File: config.mk
export PLATFORM = sky130hd
export DESIGN_NAME = alu_exec_unit_flat
export DESIGN_NICKNAME = d
export VERILOG_FILES = /design/src/rtl/alu_exec_unit_if.sv /design/src/rtl/alu_exec_unit.sv /design/src/flat_wrapper.sv
export SDC_FILE = /design/constraint.sdc
export NUM_CORES = 1
export LEC_CHECK = 0
export CAP_MARGIN = 20
export CORE_MARGIN = 3
export CORE_UTILIZATION = 56
export CTS_CLUSTER_SIZE = 12
export DETAILED_ROUTE_END_ITERATION = 8
export PLACE_DENSITY = 0.83
export SKIP_CTS_REPAIR_TIMING = 1
export SLEW_MARGIN = 10
export SYNTH_ARGS = -nofsm -noshare
export SYNTH_HDL_FRONTEND = slang
export SYNTH_SLANG_ARGS = --single-unit
File: constraint.sdc
create_clock -name clk -period 2.5 [get_ports clk]
set_clock_uncertainty 0.05 [all_clocks]
set_input_delay 0.5 -clock clk [delete_from_list [all_inputs] [get_ports clk]]
set_output_delay 0.5 -clock clk [all_outputs]
set_load 0.01 [all_outputs]
File: src/rtl/alu_exec_unit_if.sv
// Handshake bundle between operand fetch, the execute ALU and write-back.
// The requester/consumer side uses master; the ALU uses slave.
interface alu_exec_unit_if #(parameter int WIDTH = 32);
  logic             inValid;
  logic             inReady;
  logic [3:0]       ctrlSignal;
  logic [WIDTH-1:0] srcA;
  logic [WIDTH-1:0] srcB;
  logic             outValid;
  logic             outReady;
  logic [WIDTH-1:0] result;
  logic             zero;
  logic             illegal;

  modport master (
    output inValid, ctrlSignal, srcA, srcB, outReady,
    input  inReady, outValid, result, zero, illegal
  );

  modport slave (
    input  inValid, ctrlSignal, srcA, srcB, outReady,
    output inReady, outValid, result, zero, illegal
  );
endinterface

File: src/rtl/alu_exec_unit.sv
// Execute-stage ALU with valid/ready on both sides and a registered result.
// Define ALU_MUL_EN to build the iterative shift-add multiplier (code 1000).
module alu_exec_unit #(
  parameter int WIDTH = 32
) (
  input  logic          clk,
  input  logic          rstN,
  alu_exec_unit_if.slave bus
);

  localparam logic [3:0] OP_AND = 4'b0000;
  localparam logic [3:0] OP_OR  = 4'b0001;
  localparam logic [3:0] OP_ADD = 4'b0010;
  localparam logic [3:0] OP_SUB = 4'b0110;
  localparam logic [3:0] OP_SLT = 4'b0111;
`ifdef ALU_MUL_EN
  localparam logic [3:0] OP_MUL = 4'b1000;
  localparam int         CNT_W  = $clog2(WIDTH);
`endif

  typedef enum logic [1:0] {
    S_IDLE = 2'd0,
    S_DONE = 2'd1
`ifdef ALU_MUL_EN
    ,S_MUL = 2'd2
`endif
  } state_t;

  state_t           state, state_next;
  logic             in_ready, out_valid, accept, is_mul;
  logic [WIDTH-1:0] alu_res;
  logic             alu_ill;
  logic [WIDTH-1:0] result_q;
  logic             zero_q, illegal_q;

  assign accept = bus.inValid && in_ready;
`ifdef ALU_MUL_EN
  assign is_mul = (bus.ctrlSignal == OP_MUL);
`else
  assign is_mul = 1'b0;
`endif

  // Single-cycle datapath; unsupported codes fall through to the illegal default.
  always_comb begin
    // NOTE: every comb output gets a default first so no path leaves it unassigned (no latch).
    alu_res = '0;
    alu_ill = 1'b0;
    case (bus.ctrlSignal)
      OP_AND:  alu_res = bus.srcA & bus.srcB;
      OP_OR:   alu_res = bus.srcA | bus.srcB;
      OP_ADD:  alu_res = bus.srcA + bus.srcB;
      OP_SUB:  alu_res = bus.srcA - bus.srcB;
      OP_SLT:  alu_res = {{(WIDTH-1){1'b0}}, ($signed(bus.srcA) < $signed(bus.srcB))};
      default: alu_ill = 1'b1;
    endcase
  end

`ifdef ALU_MUL_EN
  logic [WIDTH-1:0] mcand, mplier, acc, acc_next;
  logic [CNT_W-1:0] counter;
  logic             mul_last;

  assign acc_next = acc + (mplier[0] ? mcand : '0);
  assign mul_last = (counter == CNT_W'(WIDTH-1));
`endif

  // State register
  always_ff @(posedge clk or negedge rstN) begin
    // NOTE: sequential state uses non-blocking assignment so all flops update together.
    if (!rstN) state <= S_IDLE;
    else       state <= state_next;
  end

  // Next-state logic; DONE with an accept behaves exactly like IDLE.
  always_comb begin
    state_next = state;
    case (state)
      S_IDLE: if (accept) state_next = is_mul ? state_t'(2'd2) : S_DONE;
      S_DONE: begin
        if (accept)            state_next = is_mul ? state_t'(2'd2) : S_DONE;
        else if (bus.outReady) state_next = S_IDLE;
      end
`ifdef ALU_MUL_EN
      S_MUL:  if (mul_last) state_next = S_DONE;
`endif
      default: state_next = S_IDLE;
    endcase
  end

  // Output logic
  always_comb begin
    in_ready  = 1'b0;
    out_valid = 1'b0;
    case (state)
      S_IDLE: in_ready = 1'b1;
      S_DONE: begin
        out_valid = 1'b1;
        in_ready  = bus.outReady;
      end
      default: ;
    endcase
  end

  // Result registers and multiplier datapath
  always_ff @(posedge clk or negedge rstN) begin
    if (!rstN) begin
      result_q  <= '0;
      zero_q    <= 1'b0;
      illegal_q <= 1'b0;
`ifdef ALU_MUL_EN
      mcand   <= '0;
      mplier  <= '0;
      acc     <= '0;
      counter <= '0;
`endif
    end else begin
      if (accept && !is_mul) begin
        result_q  <= alu_res;
        zero_q    <= (alu_res == '0);
        illegal_q <= alu_ill;
      end
`ifdef ALU_MUL_EN
      if (accept && is_mul) begin
        mcand   <= bus.srcA;
        mplier  <= bus.srcB;
        acc     <= '0;
        counter <= '0;
      end else if (state == S_MUL) begin
        acc     <= acc_next;
        mcand   <= mcand << 1;
        mplier  <= mplier >> 1;
        counter <= counter + 1'b1;
        // Final iteration folds its partial product straight into the result.
        if (mul_last) begin
          result_q  <= acc_next;
          zero_q    <= (acc_next == '0);
          illegal_q <= 1'b0;
        end
      end
`endif
    end
  end

  assign bus.inReady  = in_ready;
  assign bus.outValid = out_valid;
  assign bus.result   = result_q;
  assign bus.zero     = zero_q;
  assign bus.illegal  = illegal_q;

endmodule

File: src/flat_wrapper.sv
// flat-port wrapper written by rule: the top's interface ports become plain ports
module alu_exec_unit_flat 
#(
  parameter int WIDTH = 32
)
  (clk, rstN, bus_inValid, bus_ctrlSignal, bus_srcA, bus_srcB, bus_outReady, bus_inReady, bus_outValid, bus_result, bus_zero, bus_illegal);
  alu_exec_unit_if #(.WIDTH(WIDTH)) bus_i ();
  input  logic clk;
  input  logic rstN;
  input wire logic [$bits(bus_i.inValid)-1:0] bus_inValid;
  input wire logic [$bits(bus_i.ctrlSignal)-1:0] bus_ctrlSignal;
  input wire logic [$bits(bus_i.srcA)-1:0] bus_srcA;
  input wire logic [$bits(bus_i.srcB)-1:0] bus_srcB;
  input wire logic [$bits(bus_i.outReady)-1:0] bus_outReady;
  output wire logic [$bits(bus_i.inReady)-1:0] bus_inReady;
  output wire logic [$bits(bus_i.outValid)-1:0] bus_outValid;
  output wire logic [$bits(bus_i.result)-1:0] bus_result;
  output wire logic [$bits(bus_i.zero)-1:0] bus_zero;
  output wire logic [$bits(bus_i.illegal)-1:0] bus_illegal;
  assign bus_i.inValid = bus_inValid;
  assign bus_i.ctrlSignal = bus_ctrlSignal;
  assign bus_i.srcA = bus_srcA;
  assign bus_i.srcB = bus_srcB;
  assign bus_i.outReady = bus_outReady;
  assign bus_inReady = bus_i.inReady;
  assign bus_outValid = bus_i.outValid;
  assign bus_result = bus_i.result;
  assign bus_zero = bus_i.zero;
  assign bus_illegal = bus_i.illegal;
  alu_exec_unit #(.WIDTH(WIDTH)) u_core (.clk(clk), .rstN(rstN), .bus(bus_i));
endmodule
==> results.py, run 1 <==
metrics = {
    "outcome": {
        "outcome": "stopped before the end",
        "failing_step": "global routing",
        "stop_error": "[ERROR DPL-0038] Utilization greater than 100%, impossible to legalize",
    },
    "synthesis": {
        "synth_seq_cells": 35,
        "ys_types": 80,
        "yosysTopAreaCell": "ha_1",
        "synth_area_um2": 6710,
        "yosysSeqAreaShare_pct": 13.0,
        "synth_area_leaders": "ha_1 (18%), dfrtp_1 (13%), inv_1 (5.8%)",
        "synth.top_cell.area_share_pct": 18.4,
        "synthesis.instances": 917,
        "synth.top_cells.by_count": "inv_1 (104), ha_1 (99), nand2_1 (82)",
        "synth.yosys.warnings": 0,
        "synth_most_common_cell": "inv_1",
        "synthFlopType": "dfrtp_1",
        "synth_nets": 1090,
        "async_flop_share_pct": 100,
        "syn_avg_cell_area_um2": 7.32,
        "number_of_flops_mapped_to_enable_cells_by_yosys": 0,
    },
    "placement": {
        "place_inst": 1450,
        "portBuffers": 107,
        "gpl.final_weighted_congestion": 1.09,
        "dp_hpwl_um": 24600,
    },
    "sta": {
        "endpoint_type": "register input",
        "crit_endpoint": "u_core.bus.zero$_DFFE_PN0P_/D",
    },
    "floorplan": {
        "io_pins": 108,
        "rows": 39,
        "start_util_pct": 58.1,
        "floorplan.die.width_um": 115,
        "die_height_um": 115,
    },
    "grt": {
        "grt_start_max_net_pins": 40,
    },
    "clocking": {
        "cts-buffers-inserted": 5,
        "cts-root-to-sink-buffers": 2,
        "clock-sinks": 35,
        "cts-htree-levels": 2,
        "cts-root-buf": "clkbuf_16",
    },
}
==> cell families after synthesis <==
kind of cell               count (synthesis)  synth area share [%]
and+or+nand+nor                          275                  19.7
AOI/OAI and AO/OA                        302                  32.2
xor gates and xnor gates                  18                  2.35
muxes                                     28                  4.44
buffers and inverters                    158                  9.17
adders and majority gates                101                  19.0
DFF                                       35                  13.0
==> metrics by stage <==
stage / cell area, um^2 / setup WS [ns] / TNS (ns)
floorplan: 6950 / -0.916 / -6.96
global placement: 10500 / -1.79 / -32.90
detailed placement: 10500 / -2.16 / -38.19
CTS: 10600 / -2.00 / -31.95
==> run 2, diff against run 1 <==
--- a/config.mk
+++ b/config.mk
@@ -7,10 +7,9 @@
 export LEC_CHECK = 0
 export CAP_MARGIN = 20
 export CORE_MARGIN = 3
-export CORE_UTILIZATION = 56
-export CTS_CLUSTER_SIZE = 12
+export CORE_UTILIZATION = 40
 export DETAILED_ROUTE_END_ITERATION = 8
-export PLACE_DENSITY = 0.83
+export PLACE_DENSITY_LB_ADDON = 0.15
 export SKIP_CTS_REPAIR_TIMING = 1
 export SLEW_MARGIN = 10
 export SYNTH_ARGS = -nofsm -noshare
==> run 2 against run 1 <==
  * The flow now finishes, with violations (negative setup slack)
  * Synthesized cell count did not move
  * Synthesized area unchanged
==> results.py, run 2 <==
metrics = {
    "critical_path": {
        "cp_data_arrival_time_ns": 4.01,
        "crit_path_start_kind": "input pin",
        "critical_path.most_common_cell": "buf_6",
        "critPathBufInv": 7,
        "cp_max_fo": 3,
        "required_ns": 2.62,
        "crit_slowest_cell": "or4_1",
        "timing.setup.critical_path_class": "in2reg",
        "worstSetupEndpointType": "register",
        "worst_path_dominant_cell_family": "compound AO/OA/AOI/OAI gates",
        "critical_path.max_stage_delay_ns": 0.56,
        "crit_path_cell_trace": "buf_6 > buf_6 > buf_12 > inv_12 > ha_4 > fa_2 > o21ba_4 > or4_4 > a21boi_4 > buf_4 > buf_6 > o21ai_4 > a31oi_1 > buf_4 > o22ai_2 > nor2_2 > o221ai_1 > or4_1 > o41ai_2",
    },
    "grt": {
        "grt_usage_pct": 28.2,
        "grt_start_max_net_pins": 40,
        "grt_first_pass_wirelength_um": 42000,
        "grt_overflow": 0,
        "grt_antenna_before_repair": 0,
        "first_global_vias": 8196,
    },
    "outcome": {
        "outcome": "finished with violations",
        "failed_checks": "negative setup slack",
    },
    "floorplan": {
        "fp.coreArea_um2": 16200,
        "rows": 46,
        "die_height_um": 136,
        "io_pins": 108,
        "floorplan.die.width_um": 136,
        "start_util_pct": 41.5,
        "area_enclosed_by_the_die_boundary_um2": 18400,
    },
    "sta": {
        "period_share_pct": 156,
        "fmax_mhz": 257,
        "worst_slew_margin_rel_pct": 43.6,
        "rsz0062_at_grt": "yes",
        "timing.final.hold_violations": 0,
        "slew_viol_final": 0,
        "setup_ws_ns": -1.39,
        "layout_min_cycle_time_ns": 3.89,
        "timing_worst_slew_pin_value_ns": 0.841,
        "setup_viol": 27,
    },
    "cells_and_area": {
        "num-fill-cells": 1138,
        "mostFrequentLayoutCell": "buf_4",
        "num_antenna_cells": 0,
        "postLayoutCoreUtil_pct": 78.4,
        "most-common-layout-cells": "buf_4 (373), nand2_1 (78), nor2_1 (59), ha_1 (57), inv_1 (56)",
        "largest_reg_flops": 32,
        "drive_gt1_share_pct": 49.1,
        "nets": 1554,
        "area_growth_from_synthesis_to_layout_pct": 89.0,
    },
    "pwr": {
        "largest_vdd_supply_drop_mv": 0.370,
        "netSwitchingPower_uw": 1640,
        "power.sequential.fraction_pct": 16.1,
        "fin_total_pwr_uw": 4160,
        "combinationalPowerShare_pct": 68.3,
        "internal_power_uw": 2530,
        "clkPwrFrac_pct": 15.6,
        "power_density_nw_per_um2": 328,
        "power_leakage_uw": 0.00617,
        "switching_share_pct": 39.3,
    },
    "synthesis": {
        "synth_seq_cells": 35,
        "synth_most_common_cell": "inv_1",
        "synth_area_um2": 6710,
        "synth_nets": 1090,
        "number_of_flops_mapped_to_enable_cells_by_yosys": 0,
        "synth.top_cells.by_count": "inv_1 (104), ha_1 (99), nand2_1 (82)",
        "synthFlopType": "dfrtp_1",
        "synth.yosys.warnings": 0,
        "synthesis.instances": 917,
        "synth.top_cell.area_share_pct": 18.4,
        "yosysTopAreaCell": "ha_1",
        "async_flop_share_pct": 100,
        "ys_types": 80,
        "yosysSeqAreaShare_pct": 13.0,
        "synth_area_leaders": "ha_1 (18%), dfrtp_1 (13%), inv_1 (5.8%)",
        "syn_avg_cell_area_um2": 7.32,
    },
    "clocking": {
        "clock_input_transition_at_the_sequential_cells_of_the_worst_setup_and_hold_paths_ns": 0.05,
        "cts-buffers-inserted": 5,
        "cts-htree-levels": 2,
        "clock_latency_ns": 0.27,
        "clock_tree_from_tritoncts": "done",
        "clock-sinks": 35,
        "cts-root-to-sink-buffers": 2,
        "cts-root-buf": "clkbuf_16",
    },
    "drt": {
        "wl_per_cell_um": 18.5,
        "via_per_instance_ratio": 5.59,
        "drc": 0,
        "detailroute.via_count": 8927,
        "totalWireLength_um": 29500,
        "detailedRoute.firstIterationViolations": 665,
        "first_pass_iters": 5,
        "route.antenna.remaining_nets": 0,
    },
    "flow_run": {
        "maxCapViolations": 0,
    },
    "placement": {
        "dp_hpwl_um": 22200,
        "portBuffers": 107,
        "gpl.final_weighted_congestion": 0.965,
        "place_worst_setup_slack_ns": -1.90,
    },
    "worst_hold_path": {
        "min-delay-path-class": "reg2reg",
    },
}
[run 2: cell counts after synthesis]
No cell type changed its count.
[run 2: kinds of logic (layout without fill, tap and decap cells)]
logic type | count (synthesis) | in the layout | synth area share, %
AO/OA/AOI/OAI | 302 | 302 | 32.2
flip-flops | 35 | 35 | 13.0
XOR/XNOR | 18 | 18 | 2.35
buffers and inverters | 158 | 623 | 9.17
adder cells (fa/ha/maj) | 101 | 101 | 19.0
multiplexers | 28 | 28 | 4.44
AND/OR/NAND/NOR | 275 | 275 | 19.7
[run 2: cell type report]
| class | count | area, um^2 | area share, % |
|---|---|---|---|
| well taps | 216 | 270 | 2.13 |
| inverters | 105 | 434 | 3.42 |
| flip-flops and latches | 35 | 876 | 6.90 |
| multi-input cells | 724 | 6600 | 52.0 |
| repair buffers | 510 | 4350 | 34.3 |
| clock buffers | 8 | 156 | 1.23 |
[run 2: metal layers]
layer / vias to the layer above / share of wire, % / track usage, %
li1: 4240 / - / -
met1: 4205 / 44 / 41.4
met2: 417 / 46 / 44.8
met3: 65 / 7.2 / 3.57
met4: 0 / 2.5 / 4.98
met5: - / 0 / 0
[run 2: worst paths after layout]
path,from,end,slack [ns],cells past startpoint
worst max-delay path,bus_srcA[0],u_core.bus.zero,-1.39,19
worst max register to register,u_core.state[0],u_core.bus.zero,-0.03,9
worst min register to register,u_core.bus.result[29],u_core.bus.result[29],0.43,1
min in group asynchronous,rstN,u_core.bus.result[20],0.60,2
worst min-delay path,u_core.bus.result[29],u_core.bus.result[29],0.43,1
max in group asynchronous,rstN,u_core.bus.result[4],1.48,2
[run 2: power by group through the flow]
stage	Combinational, uW	Sequential [uW]	Clock (uW)
after detailed placement	2290	680	0
after global placement	2270	677	0
final	2840	670	648
after global routing	3030	678	688
after floorplan	1050	704	0
after CTS	2310	671	651
[run 2: metrics by stage]
stage / cell area, um^2 / TNS (ns) / std cells / hold WS (ns)
after floorplan: 6950 / -6.96 / 917 / 0.154
after global placement: 10700 / -34.58 / 1545 / 0.411
after detailed placement: 10700 / -35.53 / 1545 / 0.423
after CTS: 10900 / -27.73 / 1553 / 0.435
after global routing: 12700 / -19.44 / 1598 / 0.451
final: 12700 / -17.07 / 1598 / 0.427
(Power assumes the default switching activity.)
==> run 3, diff against run 2 <==
--- a/config.mk
+++ b/config.mk
@@ -10,6 +10,7 @@
 export CORE_UTILIZATION = 40
 export DETAILED_ROUTE_END_ITERATION = 8
 export PLACE_DENSITY_LB_ADDON = 0.15
+export REMOVE_ABC_BUFFERS = 1
 export SKIP_CTS_REPAIR_TIMING = 1
 export SLEW_MARGIN = 10
 export SYNTH_ARGS = -nofsm -noshare
==> run 3 against run 2 <==
  * The flow still finishes with violations (negative setup slack)
  * Cell count unchanged
  * Worst setup slack better by 0.18 ns
  * Fmax is 4.9% higher
  * Count of clock-buffer cells in the layout decreased by 2
==> results.py, run 3 (synthesis gave the netlist of run 2 again) <==
metrics = {
    "cells_and_area": {
        "stdcell_count": 1598,
        "num_antenna_cells": 0,
        "seq_area_um2": 876,
        "most-common-layout-cells": "buf_4 (369), nand2_1 (78), inv_1 (63), nor2_1 (59), ha_1 (59)",
        "mostFrequentLayoutCell": "buf_4",
        "drive_gt1_share_pct": 50.1,
        "nets": 1554,
        "largest_reg_flops": 32,
        "post-route-cell-area_um2": 12700,
        "multi_input_area_um2": 6680,
        "num-fill-cells": 1097,
        "area_growth_from_synthesis_to_layout_pct": 89.8,
        "postLayoutCoreUtil_pct": 78.8,
    },
    "clocking": {
        "clock_latency_ns": 0.28,
        "cts-root-buf": "clkbuf_16",
        "cts-htree-levels": 2,
        "cts-buffers-inserted": 5,
        "clock-sinks": 35,
        "clock_tree_from_tritoncts": "done",
        "cts-root-to-sink-buffers": 2,
        "clock_input_transition_at_the_sequential_cells_of_the_worst_setup_and_hold_paths_ns": 0.06,
    },
    "sta": {
        "whs_ns": 0.421,
        "setup_ws_ns": -1.21,
        "timing_worst_slew_pin_value_ns": 0.694,
        "fmax_mhz": 270,
        "worst_slew_margin_rel_pct": 53.3,
        "setup_viol": 26,
        "layout_min_cycle_time_ns": 3.71,
        "rsz0062_at_grt": "yes",
        "period_share_pct": 148,
        "fin_tns_setup_ns": -13.23,
        "timing.final.hold_violations": 0,
        "slew_viol_final": 0,
    },
    "critical_path": {
        "worst-r2r-cell-count": 9,
        "crit_path_cell_trace": "buf_8 > inv_6 > ha_4 > fa_2 > o21ba_4 > or4_4 > a21boi_4 > buf_6 > a21o_4 > o21ai_4 > o31ai_4 > xnor2_1 > a221oi_2 > o221ai_1 > or4_1 > o41ai_2",
        "worstSetupEndpointType": "register",
        "crit_slowest_cell": "or4_1",
        "timing.setup.critical_path_class": "in2reg",
        "required_ns": 2.64,
        "cp_data_arrival_time_ns": 3.85,
        "critical_path.max_stage_delay_ns": 0.55,
        "crit_path_start_kind": "input pin",
        "cp_max_fo": 3,
    },
    "drt": {
        "first_pass_iters": 5,
        "totalWireLength_um": 30500,
        "detailroute.via_count": 9138,
        "drc": 0,
        "via_per_instance_ratio": 5.72,
        "detailedRoute.firstIterationViolations": 900,
        "route.antenna.remaining_nets": 0,
        "wl_per_cell_um": 19.1,
    },
    "floorplan": {
        "floorplan.die.width_um": 136,
        "rows": 46,
        "area_enclosed_by_the_die_boundary_um2": 18400,
        "die_height_um": 136,
        "fp.coreArea_um2": 16200,
        "io_pins": 108,
        "start_util_pct": 41.5,
    },
    "grt": {
        "met3_track_demand_over_resource_pct": 3.23,
        "grt_first_pass_wirelength_um": 42000,
        "globalRouteMet2Util_pct": 46.5,
        "grt_overflow": 0,
        "grt_antenna_before_repair": 0,
        "first_global_vias": 8218,
        "grt_usage_pct": 28.3,
        "grt_start_max_net_pins": 40,
        "met1_track_demand_over_resource_pct": 40.2,
        "globalRoute.busiestLayer": "met2",
    },
    "pwr": {
        "power_leakage_uw": 0.00609,
        "largest_vdd_supply_drop_mv": 0.299,
        "power_density_nw_per_um2": 344,
    },
    "placement": {
        "dp_hpwl_um": 22100,
        "portBuffers": 107,
        "gpl.final_weighted_congestion": 0.986,
        "dpl_cell_area_um2": 10500,
        "place_inst": 1546,
    },
    "worst_hold_path": {
        "min-delay-path-class": "reg2reg",
        "min_path_cells": 1,
    },
    "outcome": {
        "failed_checks": "negative setup slack",
        "outcome": "finished with violations",
    },
    "flow_run": {
        "maxCapViolations": 0,
    },
}
run 3: changes by cell type in the layout (fill, tap and decap cells not counted), sizes merged:
cell	delta
clkdlybuf4s50	+4
buf	+4
dlymetal6s2s	-9
clkbuf	-1
bufinv	+2
run 3: where the power goes:
group          switching (uW)  internal (uW)
Clock                     265            573
Combinational            1410           1470
Sequential               42.1            631
Total                    1710           2670
run 3: metal layers:
layer / vias to the layer above / share of wire [%] / routed length (um)
li1: 4229 / - / -
met1: 4390 / 42 / 12900
met2: 436 / 47 / 14400
met3: 83 / 7.7 / 2340
met4: 0 / 2.8 / 855
met5: - / 0 / 0
run 3: metrics by stage:
stage | setup slack [ns] | total power, uW
2_1_floorplan | -1.12 | 1660
3_3_place_gp | -1.81 | 2890
3_5_place_dp | -1.93 | 2910
4_1_cts | -1.64 | 3750
5_1_grt | -1.33 | 4590
6_report | -1.21 | 4380
run 3: area by class of cell:
| type | count | area share (%) |
|---|---|---|
| tap | 216 | 2.12 |
| multi-input combinational | 724 | 52.5 |
| inverter | 105 | 3.23 |
| clock inverter | 2 | 0.471 |
| timing repair buffer | 510 | 33.8 |
| sequential | 35 | 6.87 |
| clock buffer | 6 | 1.01 |
run 3: final timing paths:
path	from	end	slack [ns]
hold / removal	u_core.bus.result[29]	u_core.bus.result[29]	0.42
hold reg to reg	u_core.bus.result[29]	u_core.bus.result[29]	0.42
setup reg to reg	u_core.state[0]	u_core.bus.zero	0.06
max in group asynchronous	rstN	u_core.bus.result[9]	1.45
setup / recovery	bus_srcA[0]	u_core.bus.zero	-1.21
min in group asynchronous	rstN	u_core.bus.result[11]	0.60
run 3: worst max-delay path, delay by kind of cell:
kind,cells,cell delay [ns]
xor+xnor,1,0.11
buf+inv,3,0.26
fa+ha+maj,2,0.49
compound gates,8,1.47
simple gates,2,1.00
==> run 4, diff against run 3 <==
--- a/config.mk
+++ b/config.mk
@@ -7,7 +7,8 @@
 export LEC_CHECK = 0
 export CAP_MARGIN = 20
 export CORE_MARGIN = 3
-export CORE_UTILIZATION = 40
+export CORE_UTILIZATION = 57
+export CTS_BUF_LIST = sky130_fd_sc_hd__clkbuf_4 sky130_fd_sc_hd__clkbuf_8
 export DETAILED_ROUTE_END_ITERATION = 8
 export PLACE_DENSITY_LB_ADDON = 0.15
 export REMOVE_ABC_BUFFERS = 1
==> run 4 against run 3 <==
  * The flow now stops in global routing
  * Synthesized area did not move
  * Synthesized cell count did not move
==> results.py, run 4 <==
metrics = {
    "placement": {
        "portBuffers": 107,
        "place_worst_setup_slack_ns": -1.97,
        "dpl_cell_area_um2": 10300,
        "gpl.final_weighted_congestion": 1.10,
        "dp_hpwl_um": 23400,
    },
    "synthesis": {
        "ys_types": 80,
        "yosysTopAreaCell": "ha_1",
        "synthesis.instances": 917,
        "async_flop_share_pct": 100,
        "synth.top_cell.area_share_pct": 18.4,
        "number_of_flops_mapped_to_enable_cells_by_yosys": 0,
        "synth_area_um2": 6710,
        "synth_most_common_cell": "inv_1",
        "yosysSeqAreaShare_pct": 13.0,
        "synthFlopType": "dfrtp_1",
        "synth_seq_cells": 35,
        "synth.yosys.warnings": 0,
        "synth_area_leaders": "ha_1 (18%), dfrtp_1 (13%), inv_1 (5.8%)",
        "syn_avg_cell_area_um2": 7.32,
        "synth.top_cells.by_count": "inv_1 (104), ha_1 (99), nand2_1 (82)",
    },
    "clocking": {
        "cts-root-to-sink-buffers": 2,
        "cts-htree-levels": 2,
        "clock-sinks": 35,
        "cts-root-buf": "clkbuf_8",
        "cts-buffers-inserted": 5,
    },
    "sta": {
        "endpoint_type": "register input",
        "crit_endpoint": "u_core.bus.zero$_DFFE_PN0P_/D",
    },
    "outcome": {
        "stop_error": "[ERROR DPL-0038] Utilization greater than 100%, impossible to legalize",
        "outcome": "stopped before the end",
        "failing_step": "global routing",
    },
    "floorplan": {
        "die_height_um": 115,
        "io_pins": 108,
        "start_util_pct": 58.5,
        "floorplan.die.width_um": 115,
        "rows": 39,
    },
    "grt": {
        "grt_start_max_net_pins": 40,
    },
}
-- run 4: cell counts after synthesis --
Identical to the previous run, type by type.
-- run 4: kinds of logic after synthesis --
kind of cell	Yosys count	synth area share, %
AO/OA/AOI/OAI	302	32.2
multiplexers	28	4.44
flip-flops	35	13.0
adder cells (fa/ha/maj)	101	19.0
AND/OR/NAND/NOR	275	19.7
XOR/XNOR	18	2.35
buffers and inverters	158	9.17
-- run 4: per-stage QoR --
stage	instances	utilization, %
after floorplan	864	-
after global placement	1450	89.5
after detailed placement	1450	89.5
after CTS	1458	90.3
